--- config.mk ---
export PLATFORM = sky130hd
export DESIGN_NAME = div_ctrl
export DESIGN_NICKNAME = d
export VERILOG_FILES = /design/src/rtl/div_ctrl.sv
export SDC_FILE = /design/constraint.sdc
export NUM_CORES = 1
export LEC_CHECK = 0
export CORE_MARGIN = 1.5
export CORE_UTILIZATION = 30
export DETAILED_ROUTE_END_ITERATION = 16
export HOLD_SLACK_MARGIN = 0.06
export SLEW_MARGIN = 20
export SYNTH_ARGS = -nofsm -noshare
export SYNTH_HDL_FRONTEND = slang
export SYNTH_SLANG_ARGS = --single-unit
--- constraint.sdc ---
create_clock -name clk -period 2.7 [get_ports clk]
set_input_delay 0.54 -clock clk [delete_from_list [all_inputs] [get_ports clk]]
set_output_delay 0.54 -clock clk [all_outputs]
set_load 0.01 [all_outputs]
--- src/rtl/div_ctrl.sv ---
// Sign/zero-correcting issue controller for a 64-step unsigned divider; `DIV_CTRL_ZERO_BYPASS_EN skips the divider when b==0.
// Latency: resp_valid 67 cycles after accept (1 with bypass on b==0); result held until resp_ready, req_ready only in IDLE.
module div_ctrl #(
    parameter int XLEN = 32
) (
    input  logic            clk,
    input  logic            rst_n,
    input  logic            req_valid,
    output logic            req_ready,
    input  logic [1:0]      req_op,
    input  logic [XLEN-1:0] req_a,
    input  logic [XLEN-1:0] req_b,
    input  logic            kill,
    output logic            resp_valid,
    input  logic            resp_ready,
    output logic [XLEN-1:0] resp_data,
    output logic            busy,
    output logic            div_start,
    output logic [XLEN-1:0] div_dividend,
    output logic [XLEN-1:0] div_divisor,
    input  logic            div_done,
    input  logic [XLEN-1:0] div_quotient,
    input  logic [XLEN-1:0] div_remainder
);

    typedef enum logic [1:0] {
        S_IDLE   = 2'd0,
        S_LAUNCH = 2'd1,
        S_WAIT   = 2'd2,
        S_RESP   = 2'd3
    } state_t;

    state_t            state_q, state_d;
    logic [1:0]        op_q, op_d;
    logic              sign_quo_q, sign_quo_d;
    logic              sign_rem_q, sign_rem_d;
    logic              b_zero_q, b_zero_d;
    logic [XLEN-1:0]   mag_a_q, mag_a_d;
    logic [XLEN-1:0]   mag_b_q, mag_b_d;
    logic              div_start_q, div_start_d;
    logic              resp_valid_q, resp_valid_d;
    logic [XLEN-1:0]   resp_data_q, resp_data_d;
    logic              busy_q, busy_d;

    logic              req_signed;
    logic              op_signed;
    logic [XLEN-1:0]   quo_fix;
    logic [XLEN-1:0]   rem_fix;
    logic [XLEN-1:0]   raw_a;
    logic [XLEN-1:0]   result;

    assign req_signed = ~req_op[0];
    assign op_signed  = ~op_q[0];

    // Negating |a| back with the remainder sign recovers the original dividend, so raw a need not be stored.
    always_comb begin
        quo_fix = (op_signed && sign_quo_q) ? -div_quotient  : div_quotient;
        rem_fix = (op_signed && sign_rem_q) ? -div_remainder : div_remainder;
        raw_a   = (op_signed && sign_rem_q) ? -mag_a_q       : mag_a_q;
        if (b_zero_q) begin
            quo_fix = '1;
            rem_fix = raw_a;
        end
        result = op_q[1] ? rem_fix : quo_fix;
    end

    always_comb begin
        state_d      = state_q;
        op_d         = op_q;
        sign_quo_d   = sign_quo_q;
        sign_rem_d   = sign_rem_q;
        b_zero_d     = b_zero_q;
        mag_a_d      = mag_a_q;
        mag_b_d      = mag_b_q;
        div_start_d  = 1'b0;
        resp_valid_d = resp_valid_q;
        resp_data_d  = resp_data_q;

        case (state_q)
            S_IDLE: begin
                if (req_valid) begin
                    op_d        = req_op;
                    sign_quo_d  = req_a[XLEN-1] ^ req_b[XLEN-1];
                    sign_rem_d  = req_a[XLEN-1];
                    b_zero_d    = (req_b == '0);
                    mag_a_d     = (req_signed && req_a[XLEN-1]) ? -req_a : req_a;
                    mag_b_d     = (req_signed && req_b[XLEN-1]) ? -req_b : req_b;
                    state_d     = S_LAUNCH;
                    div_start_d = 1'b1;
`ifdef DIV_CTRL_ZERO_BYPASS_EN
                    if (req_b == '0) begin
                        state_d      = S_RESP;
                        div_start_d  = 1'b0;
                        resp_valid_d = 1'b1;
                        resp_data_d  = req_op[1] ? req_a : '1;
                    end
`endif
                end
            end
            S_LAUNCH: state_d = S_WAIT;
            // done is only trusted here: it may still be high from the previous operation during LAUNCH
            S_WAIT: begin
                if (div_done) begin
                    resp_data_d  = result;
                    resp_valid_d = 1'b1;
                    state_d      = S_RESP;
                end
            end
            S_RESP: begin
                if (resp_ready) begin
                    resp_valid_d = 1'b0;
                    state_d      = S_IDLE;
                end
            end
            default: state_d = S_IDLE;
        endcase

        if (kill && state_q != S_IDLE) begin
            state_d      = S_IDLE;
            resp_valid_d = 1'b0;
            div_start_d  = 1'b0;
        end
    end

    assign busy_d = (state_d != S_IDLE);

    always_ff @(posedge clk) begin
        if (!rst_n) begin
            state_q      <= S_IDLE;
            op_q         <= 2'd0;
            sign_quo_q   <= 1'b0;
            sign_rem_q   <= 1'b0;
            b_zero_q     <= 1'b0;
            mag_a_q      <= '0;
            mag_b_q      <= '0;
            div_start_q  <= 1'b0;
            resp_valid_q <= 1'b0;
            resp_data_q  <= '0;
            busy_q       <= 1'b0;
        end else begin
            state_q      <= state_d;
            op_q         <= op_d;
            sign_quo_q   <= sign_quo_d;
            sign_rem_q   <= sign_rem_d;
            b_zero_q     <= b_zero_d;
            mag_a_q      <= mag_a_d;
            mag_b_q      <= mag_b_d;
            div_start_q  <= div_start_d;
            resp_valid_q <= resp_valid_d;
            resp_data_q  <= resp_data_d;
            busy_q       <= busy_d;
        end
    end

    assign req_ready    = (state_q == S_IDLE);
    assign resp_valid   = resp_valid_q;
    assign resp_data    = resp_data_q;
    assign busy         = busy_q;
    assign div_start    = div_start_q;
    assign div_dividend = mag_a_q;
    assign div_divisor  = mag_b_q;

endmodule

==> impl_results.md <==
* Total Power at slightly below 5 mW
* Minimum hold slack at 0.457 ns
* Number of synthesized flops with an enable pin at 0
* Commonest register cell after synthesis: dfxtp_1
* Clock Tree Root: clkbuf_16
* # IOs at approximately 240
* Pwr Density at roughly 400 nW/um^2
* Area of the die at between 20,000 and 30,000 um^2
* Share of layout cells above drive strength 1 at approximately 16%
* # placed instances at between 1,500 and 2,000
* CP Capture Type: flip-flop
* Die X-Extent at approximately 170 um
* Port bufs at roughly 240
* CTS tree: built
* Worst Tran Pin Value at 0.637 ns
* P_leak at around 4.9 nW
* Synthesized Nets at around 1,200
* Post-route ant nets at 0
* # nets final at between 1,500 and 2,000
* Top cells by area, synth: dfxtp_1 (27%), xnor2_1 (7.6%), xor2_1 (6.1%), nand2_1 (5.3%), o21ai_0 (4.8%)
* Max stage delay cell, worst path: or3b_2
* Via density at 5.28
* DRT iter0 DRCs at about 520
* VDD IR max at between 0.2 and 0.3 mV
* Post-Syn Area at ~8000 um^2
* Number of max-cap violations at 0
* Arrival @ worst endpoint at between 2 and 3 ns
* Core area at around 26,000 um^2
* Pins over their slew limit at 0
* CP max FO at 3
* Fmax at 392 MHz
* Finished Cell Area at between 10,000 and 15,000 um^2
* Vias at 9,244
* H-tree depth at 3
* Total routed wirelength at around 33,000 um
* Relative slew slack at 57.5%
* Ys Warns at 0
* Final setup viols at 0
* Post-Syn Instances at ~1,000
* Initial Util at between 30% and 40%
* DRT Pass-1 Iters at 5
* CP max stage delay at approximately 0.50 ns
* CP required at ~3.0 ns
* Top Metal Used: met4
* Wl on met1 at approximately 14,000 um
* Worst Path Class, Setup: in2reg
* Placed inst area at around 12,000 um^2
* Worst hold path type: reg2reg
* Remaining DRCs at 0
* Largest net degree at the start of global routing at 45
* Final hold vios at 0
* Num CTS Buffers at 9
* DR WL met3 at between 3000 and 4000 um
* Crit path launch: req_b[1]
* Post-placement setup slack at -0.350 ns
* Share of the synthesized area in the top cell type at roughly 27%
* Final worst slack at roughly 0.15 ns
* WL/cell at ~19 um
* Seq/Total Area, Yosys at around 27%
* CTS Buffer Depth at 2
* # rows at 59
* Global-route wire length before repair at between 40,000 and 50,000 um
* RSZ-0062 raised after global routing: false
* RR Startpoint: div_dividend[1]$_SDFFE_PN0P_
* Non-Filler Instances at 1,752
* Detail Placement HPWL at roughly 26,000 um
* Die H at roughly 170 um
* Vias in the first global route at ~9,000
* Total grt overflow at 0
* Register bit count reported by yosys at roughly 110
* Distinct cell type count after synthesis at between 60 and 70
* Startpoint Class: input port
* Cell taking the most area after synthesis: dfxtp_1
* Area grow syn2layout at 54.8%
* WL met2 at 15,000 um
* Clock slew at reported path FFs at 0.09 ns
* Post-synth ARST share at 0%
* Hold path startpoint: resp_valid$_SDFFE_PP0P_
* Outcome: finished clean
* Clock Skew at roughly 0.012 ns
* Clk sinks at 106
* Initial antenna violation count at 0
* Fin crit share at 94.6%
* Total GRT Usage at about a quarter
* Avg Synthesized Cell Area at approximately 7.6 um^2
* Post-layout min period at about 2.6 ns
* RePlAce Congestion at 0.970
* Clock Latency Late Sink at 0.36 ns
* Crit path cell chain: clkdlybuf4s50_1, inv_1, ha_1, or3b_2, or3_1, buf_4, o31ai_1, xor2_1, a21oi_1
[report_power, final]
| group | internal (mW) | switching [mW] | leakage [nW] | total (mW) |
|---|---|---|---|---|
| clock | 0.736 | 0.714 | 0.141 | 1.45 |
| sequential | 1.67 | 0.127 | 0.870 | 1.80 |
| combinational | 0.829 | 0.787 | 3.87 | 1.62 |
| total | 3.23 | 1.63 | 4.88 | 4.86 |
[cells by family after synthesis]
kind of cell	share of synthesized area [%]
AO/OA/AOI/OAI	28.1
XOR/XNOR	13.7
adder cells (fa/ha/maj)	0.793
buffers and inverters	4.60
flip-flops	26.9
multiplexers	1.32
AND/OR/NAND/NOR	24.6
[synthesized netlist by cell type, types with 6 or more instances]
library cell	instances
nor2_1	78
nor4_1	19
a31oi_1	36
nand2_1	112
xnor2_1	68
o211ai_1	12
nand3_1	27
xor2_1	55
and2_1	11
a21oi_1	63
nor3_1	35
o22ai_1	10
nand4_1	13
or2_2	8
mux2i_1	7
or3_1	21
o211a_1	35
dfxtp_1	106
o21ai_0	76
a211oi_1	8
a21boi_0	12
a22o_1	7
o31ai_1	21
nor2b_1	6
inv_1	28
clkbuf_1	58
o221ai_1	6
buf_1	8
o41ai_1	7
or4_1	12
nand2b_1	7
[layout by cell type, fill, tap and decap left out, types with 4 or more instances in the layout]
cell,count
a21boi_0,12
a21oi_1,63
or2_2,8
nand2_1,112
clkbuf_16,9
nand4_1,13
xor2_1,55
nor3_1,35
xnor2_1,68
nor2b_1,5
dfxtp_1,106
o211ai_1,12
buf_12,5
o22ai_1,10
o31ai_1,21
o211a_1,35
a22oi_1,4
mux2i_1,7
nor4_1,18
nor2_1,78
a31oi_1,36
or3_1,21
a211oi_1,8
or4_1,12
o21ai_0,76
o221ai_1,6
a22o_1,7
ha_1,5
nand3_1,27
clkdlybuf4s50_1,234
inv_1,28
nand2b_1,7
a41oi_1,5
and2_1,10
buf_4,183
o41ai_1,5
[path summary, 6_finish.rpt]
| check | slack [ns] | cells past startpoint | end |
|---|---|---|---|
| worst min-delay path | 0.46 | 2 | resp_valid$_SDFFE_PP0P_ |
| worst min register to register | 0.46 | 2 | resp_valid$_SDFFE_PP0P_ |
| worst max-delay path | 0.15 | 9 | div_divisor[20]$_SDFFE_PN0P_ |
| worst max register to register | 0.32 | 8 | resp_data[24]$_SDFFE_PN0P_ |
[through the flow]
stage	setup TNS [ns]	utilization, %
detailed placement	-6.81	45.8
CTS	0	47.0
global route	0	47.1
finish	0	47.1
global placement	-5.90	45.8
floorplan	0	-
[cell type report]
type                       instances  area, um^2
clock buffer                      10         229
antenna                            2        5.00
sequential                       106        2120
inverter                          28         105
tap                              335         419
multi-input combinational        842        5430
fill                            2621       13700
clock inverter                     6        73.8
timing repair buffer             423        3820
[routing by layer]
metal / global-route usage, % / up-vias
met4: 4.71 / 0
met3: 7.82 / 22
met2: 39.9 / 359
li1: - / 4588
met1: 29.5 / 4275
met5: 0 / -
[sequential cells by signal, summed over array words and instances, names as in the netlist, 2 cells and up]
signal,cells
div_dividend,32
state_q,2
op_q,2
div_divisor,32
resp_data,32
[worst max-delay path, delay by kind of cell]
kind	cells	cell delay, ns
adder cells (fa/ha/maj)	1	0.16
AND/OR/NAND/NOR	2	0.91
AO/OA/AOI/OAI	2	0.35
buffers and inverters	3	0.65
XOR/XNOR	1	0.19
[repair_timing]
item / 4_1_cts / 5_1_grt
buffers inserted: 0 / 0
resized for setup: 0 / 4
hold buffers: 0 / 0
endpoints found under the setup margin: 0 / 6
endpoints found under the hold margin: 0 / 0
Note: power is estimated with default switching activity, not from simulation.
